===== src/rtl/hwpq_stim_gen.sv =====
// hwpq_stim_gen: stimulus sequencer for the priority-queue test harness.
// Converts each LFSR word into one enqueue or dequeue request, holds it until
// the queue accepts it, advances the LFSR only on acceptance, and tracks queue
// occupancy so the queue is never overflowed or underflowed.
// Optional feature macro: HWPQ_STIM_DRAIN_EN (empty the queue at end of run).
module hwpq_stim_gen #(
    parameter int KEY_W   = 8,
    parameter int VAL_W   = 8,
    parameter int DEPTH   = 16,
    parameter int NUM_OPS = 256
) (
    input  logic                         clk,
    input  logic                         rst_n,
    input  logic                         start,
    input  logic [15:0]                  lfsr_q,
    output logic                         lfsr_enb,
    input  logic                         pq_rdy,
    output logic                         enq,
    output logic                         deq,
    output logic [KEY_W-1:0]             key,
    output logic [VAL_W-1:0]             val,
    output logic [$clog2(DEPTH+1)-1:0]   occ,
    output logic [$clog2(NUM_OPS+1)-1:0] ops_done,
    output logic                         busy,
    output logic                         done
);

    localparam int OCC_W = $clog2(DEPTH + 1);
    localparam int OPS_W = $clog2(NUM_OPS + 1);

`ifdef HWPQ_STIM_DRAIN_EN
    typedef enum logic [1:0] {IDLE, ISSUE, DRAIN, DONE} state_t;
`else
    typedef enum logic [1:0] {IDLE, ISSUE, DONE} state_t;
`endif

    state_t             state;
    state_t             state_next;
    logic [OCC_W-1:0]   occ_next;
    logic [OPS_W-1:0]   ops_next;
    logic               sel_enq;

    // Only the low KEY_W bits and bit 15 of the LFSR word are meaningful here.
    logic unused_lfsr;
    assign unused_lfsr = ^lfsr_q;

    // State, occupancy and run counter registers.
    always_ff @(posedge clk or negedge rst_n) begin
        if (!rst_n) begin
            state    <= IDLE;
            occ      <= '0;
            ops_done <= '0;
        end else begin
            state    <= state_next;
            occ      <= occ_next;
            ops_done <= ops_next;
        end
    end

    // Operation select, handshake and next-state logic.
    always_comb begin
        state_next = state;
        occ_next   = occ;
        ops_next   = ops_done;
        sel_enq    = 1'b0;
        enq        = 1'b0;
        deq        = 1'b0;
        key        = '0;
        val        = '0;
        lfsr_enb   = 1'b0;

        case (state)
            IDLE: begin
                if (start) begin
                    state_next = ISSUE;
                    ops_next   = '0;
                end
            end

            ISSUE: begin
                // Empty queue forces an enqueue, full queue forces a dequeue.
                if (occ == '0) begin
                    sel_enq = 1'b1;
                end else if (occ == OCC_W'(DEPTH)) begin
                    sel_enq = 1'b0;
                end else begin
                    sel_enq = lfsr_q[15];
                end
                enq = sel_enq;
                deq = !sel_enq;
                key = lfsr_q[KEY_W-1:0];
                val = VAL_W'(ops_done);

                if (pq_rdy) begin
                    lfsr_enb = 1'b1;
                    ops_next = ops_done + OPS_W'(1);
                    if (sel_enq) begin
                        occ_next = occ + OCC_W'(1);
                    end else begin
                        occ_next = occ - OCC_W'(1);
                    end
                    if (ops_done == OPS_W'(NUM_OPS - 1)) begin
`ifdef HWPQ_STIM_DRAIN_EN
                        if (occ_next == '0) begin
                            state_next = DONE;
                        end else begin
                            state_next = DRAIN;
                        end
`else
                        state_next = DONE;
`endif
                    end
                end
            end

`ifdef HWPQ_STIM_DRAIN_EN
            DRAIN: begin
                // Drain dequeues do not consume LFSR words or count as run ops.
                deq = 1'b1;
                if (pq_rdy) begin
                    occ_next = occ - OCC_W'(1);
                    if (occ == OCC_W'(1)) begin
                        state_next = DONE;
                    end
                end
            end
`endif

            DONE: begin
                if (start) begin
                    state_next = ISSUE;
                    ops_next   = '0;
                end
            end

            default: begin
                state_next = IDLE;
            end
        endcase
    end

`ifdef HWPQ_STIM_DRAIN_EN
    assign busy = (state == ISSUE) || (state == DRAIN);
`else
    assign busy = (state == ISSUE);
`endif
    assign done = (state == DONE);

endmodule

===== config.mk =====
export PLATFORM = sky130hd
export DESIGN_NAME = hwpq_stim_gen
export DESIGN_NICKNAME = d
export VERILOG_FILES = /design/src/rtl/hwpq_stim_gen.sv
export SDC_FILE = /design/constraint.sdc
export NUM_CORES = 1
export LEC_CHECK = 0
export CAP_MARGIN = 5
export CORE_MARGIN = 2
export CORE_UTILIZATION = 42
export DETAILED_ROUTE_END_ITERATION = 10
export PLACE_DENSITY = 0.87
export SLEW_MARGIN = 20
export SYNTH_ARGS = -nofsm -noshare
export SYNTH_HDL_FRONTEND = slang
export SYNTH_SLANG_ARGS = --single-unit

===== constraint.sdc =====
create_clock -name clk -period 5.1 [get_ports clk]
set_input_delay 1.53 -clock clk [delete_from_list [all_inputs] [get_ports clk]]
set_output_delay 1.53 -clock clk [all_outputs]
set_load 0.05 [all_outputs]

Word level (Yosys, flattened, before mapping)
Index checks and enable logic that the tools add are counted.

word-level totals
  memories = 0
  bits in read-only memories = 0
  bits in latches = 0
  bits of input ports = 20
  RAM bits = 0
  word-level logic and storage cells = 38
  register bits after elaboration = 16
  output and inout port bits = 35

cells by class
  magnitude comparators = 0
  multipliers = 0
  $add $sub $neg = 3
  shift-type cells = 0
  divide/modulo/power cells = 0
  multiplexer cells = 17
  reductions and logical operators = 8
  equal/unequal tests = 7
  bitwise operators = 0

operators by type and width
  cell                   number
  $mux W9                2
  $pmux W9 S2            1
  $mux W8                2
  $add A9 B1 Y9 const B  1
  $eq A9 B8 Y1 const B   1
  $mux W1                7
  $mux W2                3
  $reduce_and A3 Y1      2
  $add A5 B1 Y5 const B  1
  $eq A5 B5 Y1 const B   1
  $logic_not A5 Y1       1
  $mux W5                1
  $sub A5 B1 Y5 const B  1
  $ne A2 B1 Y1 const B   2
  $pmux W2 S2            1
  $eq A2 B1 Y1 const B   1
  $eq A2 B2 Y1 const B   1
  $logic_not A2 Y1       1
  $ne A2 B2 Y1 const B   1
  $reduce_and A2 Y1      1
  $reduce_bool A2 Y1     1
  $reduce_or A2 Y1       1
  $logic_not A1 Y1       1

Depth between registers and ports, before layout
  depth after elaboration = 6
  gate-level depth with buffers = 9
  gate-level depth less buffers = 8

Least setup slack after synthesis
OpenSTA, ideal clock, no wires.

  kind = input port to output port
  start = in lfsr_q[15]
  end = out deq
  path buffers = 0
  stages = 3
  required time = 3.570 ns
  arrival = 2.947 ns
  slack = 0.623 ns
  cells stage by stage = inv_1 > mux2i_2 > nor3b_1

on the way
  word-level cells in the longest chain between the ends = 5

ends and longest elaborated chain
  item              RTL line  text
  start, declared   15        input logic [15:0] lfsr_q,
  $mux W1           84        end else if (occ == OCC_W'(DEPTH)) begin
  $mux W1           82        if (occ == '0) begin
  $mux W1           72        case (state)
  $logic_not A1 Y1  90        deq = !sel_enq;
  $mux W1           72
  end, declared     19        output logic deq,

Every way passes these cells. The select of a mux whose other input is x is not followed.

Worst setup path after layout
  start = in lfsr_q[15]
  end = out enq

on the way
  word-level cells in the longest chain between the ends = 4

ends and longest elaborated chain
  item                   RTL line  text
  $mux W1                84
  $mux W1                82
  $mux W1 (2 in series)  72
  end, declared          18        output logic enq,

Every way passes these cells. The select of a mux whose other input is x is not followed.

==> impl_metrics.csv <==
group,metric,value,unit
route,antenna_left,0,
sta,fmax,0.222,GHz
layout,n_fill_cell,194,
critical_path,critPathMaxFanout,7,
clock_tree,cts_resized,0,
critical_path,cp_num_buf_inv,3,
critical_path,slowest_stage,"clkdlybuf4s50_1",
sta,max-slew-margin-rel,40.8,%
critical_path,critPathCapture,"enq",
power_and_ir_drop,fin_total_pwr,0.874,mW
layout,multi_input_area,604,um^2
route,post_drt_via_cell_ratio,5.05,
logic_synthesis,synthAdderAreaFrac,3.58,%
logic_synthesis,ys_seq_area_share,38.2,%
logic_synthesis,syn-cell-area,1050,um^2
critical_path,end_kind,"output port",
grt,antenna_found_initial,0,
power_and_ir_drop,power_leakage,0.659,nW
logic_synthesis,synth.avg_cell_area,9.12,um^2
critical_path,critPathRequiredTime,3.57,ns
layout,fin_nets,187,
clock_tree,postCtsSetupBuffers,0,
grt,grt.overflow.total,0,
sta,holdWs,0.561,ns
outcome,status,"finished clean",
critical_path,worstRegToRegCells,8,
floorplanning,die_w,54.0,um
critical_path,r2r-start,"occ[1]",
run,cap_violations,0,
layout,syn_to_final_growth,51.9,%
logic_synthesis,synth_xor_xnor_area_share,8.35,%
clock_tree,htreeDepth,1,
critical_path,timing.critical_path.slowest_cell_delay,0.54,ns
sta,hold_viol,0,
floorplanning,dieArea,2910,um^2
sta,final.setup.tns,0,ns
sta,rsz0062_at_grt,"false",
clock_tree,numCtsBuffers,3,
place,io_buffer_count,47,
place,pre_cts_ws,0.585,ns
critical_path,crit_family,"buffers and inverters",
route,num_vias,974,
route,drtPass1Iterations,4,
floorplanning,die_h,54.0,um
place,dp.final_hpwl,1940,um
logic_synthesis,synth_top_family_by_area,"simple AND/OR/NAND/NOR gates",
layout,drive_gt1_share,7.98,%
power_and_ir_drop,worst_ir_drop_vdd,0.399,mV
critical_path,cp_num_cells,5,
critical_path,cp.arrival,2.98,ns
logic_synthesis,synthMuxAreaShare,4.30,%
logic_synthesis,synth_seq_cells,16,
logic_synthesis,yosysWarnings,0,
grt,grtUsageTotal,17.7,%
grt,grt_start_max_net_pins,20,
floorplanning,pin_count,55,
clock_tree,clkLatencyLatePin,0.29,ns
sta,worstMarginPinSlew,0.886,ns
sta,fin_crit_sh,88.4,%
clock_tree,cts_hold_buffers,0,
clock_tree,clk_path_buf_depth,2,
place,gp_congestion,0.802,
clock_tree,cts_tree,"yes",
floorplanning,start_util,43.5,%
critical_path,reg2reg_to,"occ[4]",
critical_path,worstPathCellList,"clkdlybuf4s50_1, inv_1, mux2i_2, and2_1, buf_12",
grt,grt_pass1_wl,3740,um
critical_path,r2r_slack,2.13,ns
sta,fin_skew,0.000969,ns
clock_tree,cts_root_buf,"clkbuf_4",
logic_synthesis,synth_compound_area_share,8.00,%
critical_path,cp-start-kind,"primary input",
clock_tree,cts_sinks,16,
worst_hold_path,hold_path_class,"reg2reg",
critical_path,criticalPathCategory,"in2out",
floorplanning,core_area,2410,um^2
critical_path,crit_start,"lfsr_q[15]",
logic_synthesis,synthCells,115,
route,drcViolationCount,0,
route,routed_wl,2470,um
grt,grt_pass1_vias,858,
sta,layout_min_cycle_time,4.51,ns
layout,register_area,400,um^2
route,routedWlPerCell,12.8,um
floorplanning,rows,18,
sta,slew_violations,0,
sta,setup_viol,0,
logic_synthesis,syn_nets,138,
sta,setup_ws,0.594,ns
logic_synthesis,yosysUniqueCellTypes,33,
layout,num_antenna_cells,0,
clock_tree,clk_pin_slew_worst_paths,0.10,ns
logic_synthesis,synth_simple_gate_area_share,33.4,%
route,drt_iter0_markers,8,
power_and_ir_drop,power_density,549,nW/um^2
[kinds of logic (layout without fill, tap and decap cells)]
group,Yosys count,after routing
and+or+nand+nor,64,64
AOI/OAI and AO/OA,9,9
buffers and inverters,9,57
DFF,16,16
xor gates and xnor gates,10,10
adders and majority gates,3,3
muxes,4,4
[worst register-to-register path, cell delays in order (launching register included)]
cell and delay (ns):
dfrtp_1 0.51, nor4_4 0.38, mux2i_2 0.53, xnor2_1 0.20, ha_1 0.23, nor2_1 0.10, a221oi_4 0.37, mux2_1 0.37
a211oi_2 0.20
[cells in the mapped netlist]
master / n / area (um^2)
nor2b_1: 2 / 12.5
nor4_4: 1 / 21.3
a211oi_2: 1 / 12.5
nand3b_1: 1 / 7.51
a221oi_4: 1 / 26.3
inv_1: 4 / 15.0
mux2i_1: 2 / 20.0
o21ai_0: 2 / 10.0
mux2i_2: 1 / 13.8
nand2_1: 12 / 45.0
a21oi_1: 1 / 5.00
clkbuf_2: 1 / 5.00
buf_2: 1 / 5.00
xor2_1: 6 / 52.6
nor3b_1: 1 / 7.51
and3_1: 1 / 6.26
a21oi_2: 1 / 8.76
dfrtp_1: 16 / 400
a22o_1: 1 / 8.76
or4_1: 2 / 15.0
nand2b_1: 3 / 18.8
xnor2_1: 4 / 35.0
nand3_1: 7 / 35.0
o22ai_1: 2 / 12.5
and2_1: 17 / 106
nand4_1: 3 / 18.8
nor2_1: 11 / 41.3
nor3_1: 3 / 15.0
clkbuf_1: 1 / 3.75
clkinv_1: 1 / 3.75
buf_6: 1 / 11.3
ha_1: 3 / 37.5
mux2_1: 1 / 11.3
[how the worst min path moves through the flow]
| stage | from | endpoint | depth (start not counted) |
|---|---|---|---|
| floorplan | state[0] | ops_done[4] | 2 |
| global placement | ops_done[8] | ops_done[8] | 2 |
| detailed placement | ops_done[8] | ops_done[8] | 2 |
| CTS | ops_done[8] | ops_done[8] | 2 |
| global route | ops_done[8] | ops_done[8] | 2 |
| finish | ops_done[8] | ops_done[8] | 2 |
[power breakdown]
part / switching [mW] / leakage, nW / internal (mW)
clock: 0.0438 / 0.0210 / 0.0435
combinational: 0.342 / 0.436 / 0.205
sequential: 0.0758 / 0.203 / 0.163
[per-layer routing]
| metal | up-vias | GRT usage [%] | part of all wire, % |
|---|---|---|---|
| met1 | 447 | 21.3 | 41 |
| met5 | - | 0 | 0 |
| met3 | 4 | 3.33 | 7.9 |
| met2 | 38 | 31.9 | 50 |
| met4 | 0 | 5.13 | 1.3 |
| li1 | 485 | - | - |
[cell usage in the layout (no fill, tap or decap), drive strengths merged, types with 3 or more instances in the layout]
cell,netlist,layout
nand2b,3,3
dfrtp,16,16
nand3,7,7
mux2i,3,3
clkdlybuf4s50,0,44
and2,17,17
nand4,3,3
clkbuf,2,4
nor2,11,11
nor3,3,3
xor2,6,6
xnor2,4,4
buf,2,4
nand2,12,12
inv,4,4
ha,3,3
[state kept, by name, indices dropped and copies added (netlist names)]
register and flops:
ops_done 9, state 2, occ 5
[per-stage QoR]
stage          instance area [um^2]  utilization, %  cells
5_1_grt                        1590            66.1    193
6_report                       1590            66.1    193
3_3_place_gp                   1560            64.6    189
3_5_place_dp                   1560            64.6    189
2_1_floorplan                  1050               -    115
4_1_cts                        1590            66.1    193
[area by class of cell]
cell class,count,share of cell area [%]
multi-input combinational,90,37.9
sequential,16,25.1
timing repair buffer,48,31.1
tap,30,2.36
clock buffer,4,2.28
inverter,5,1.18
(Power assumes the default switching activity.)
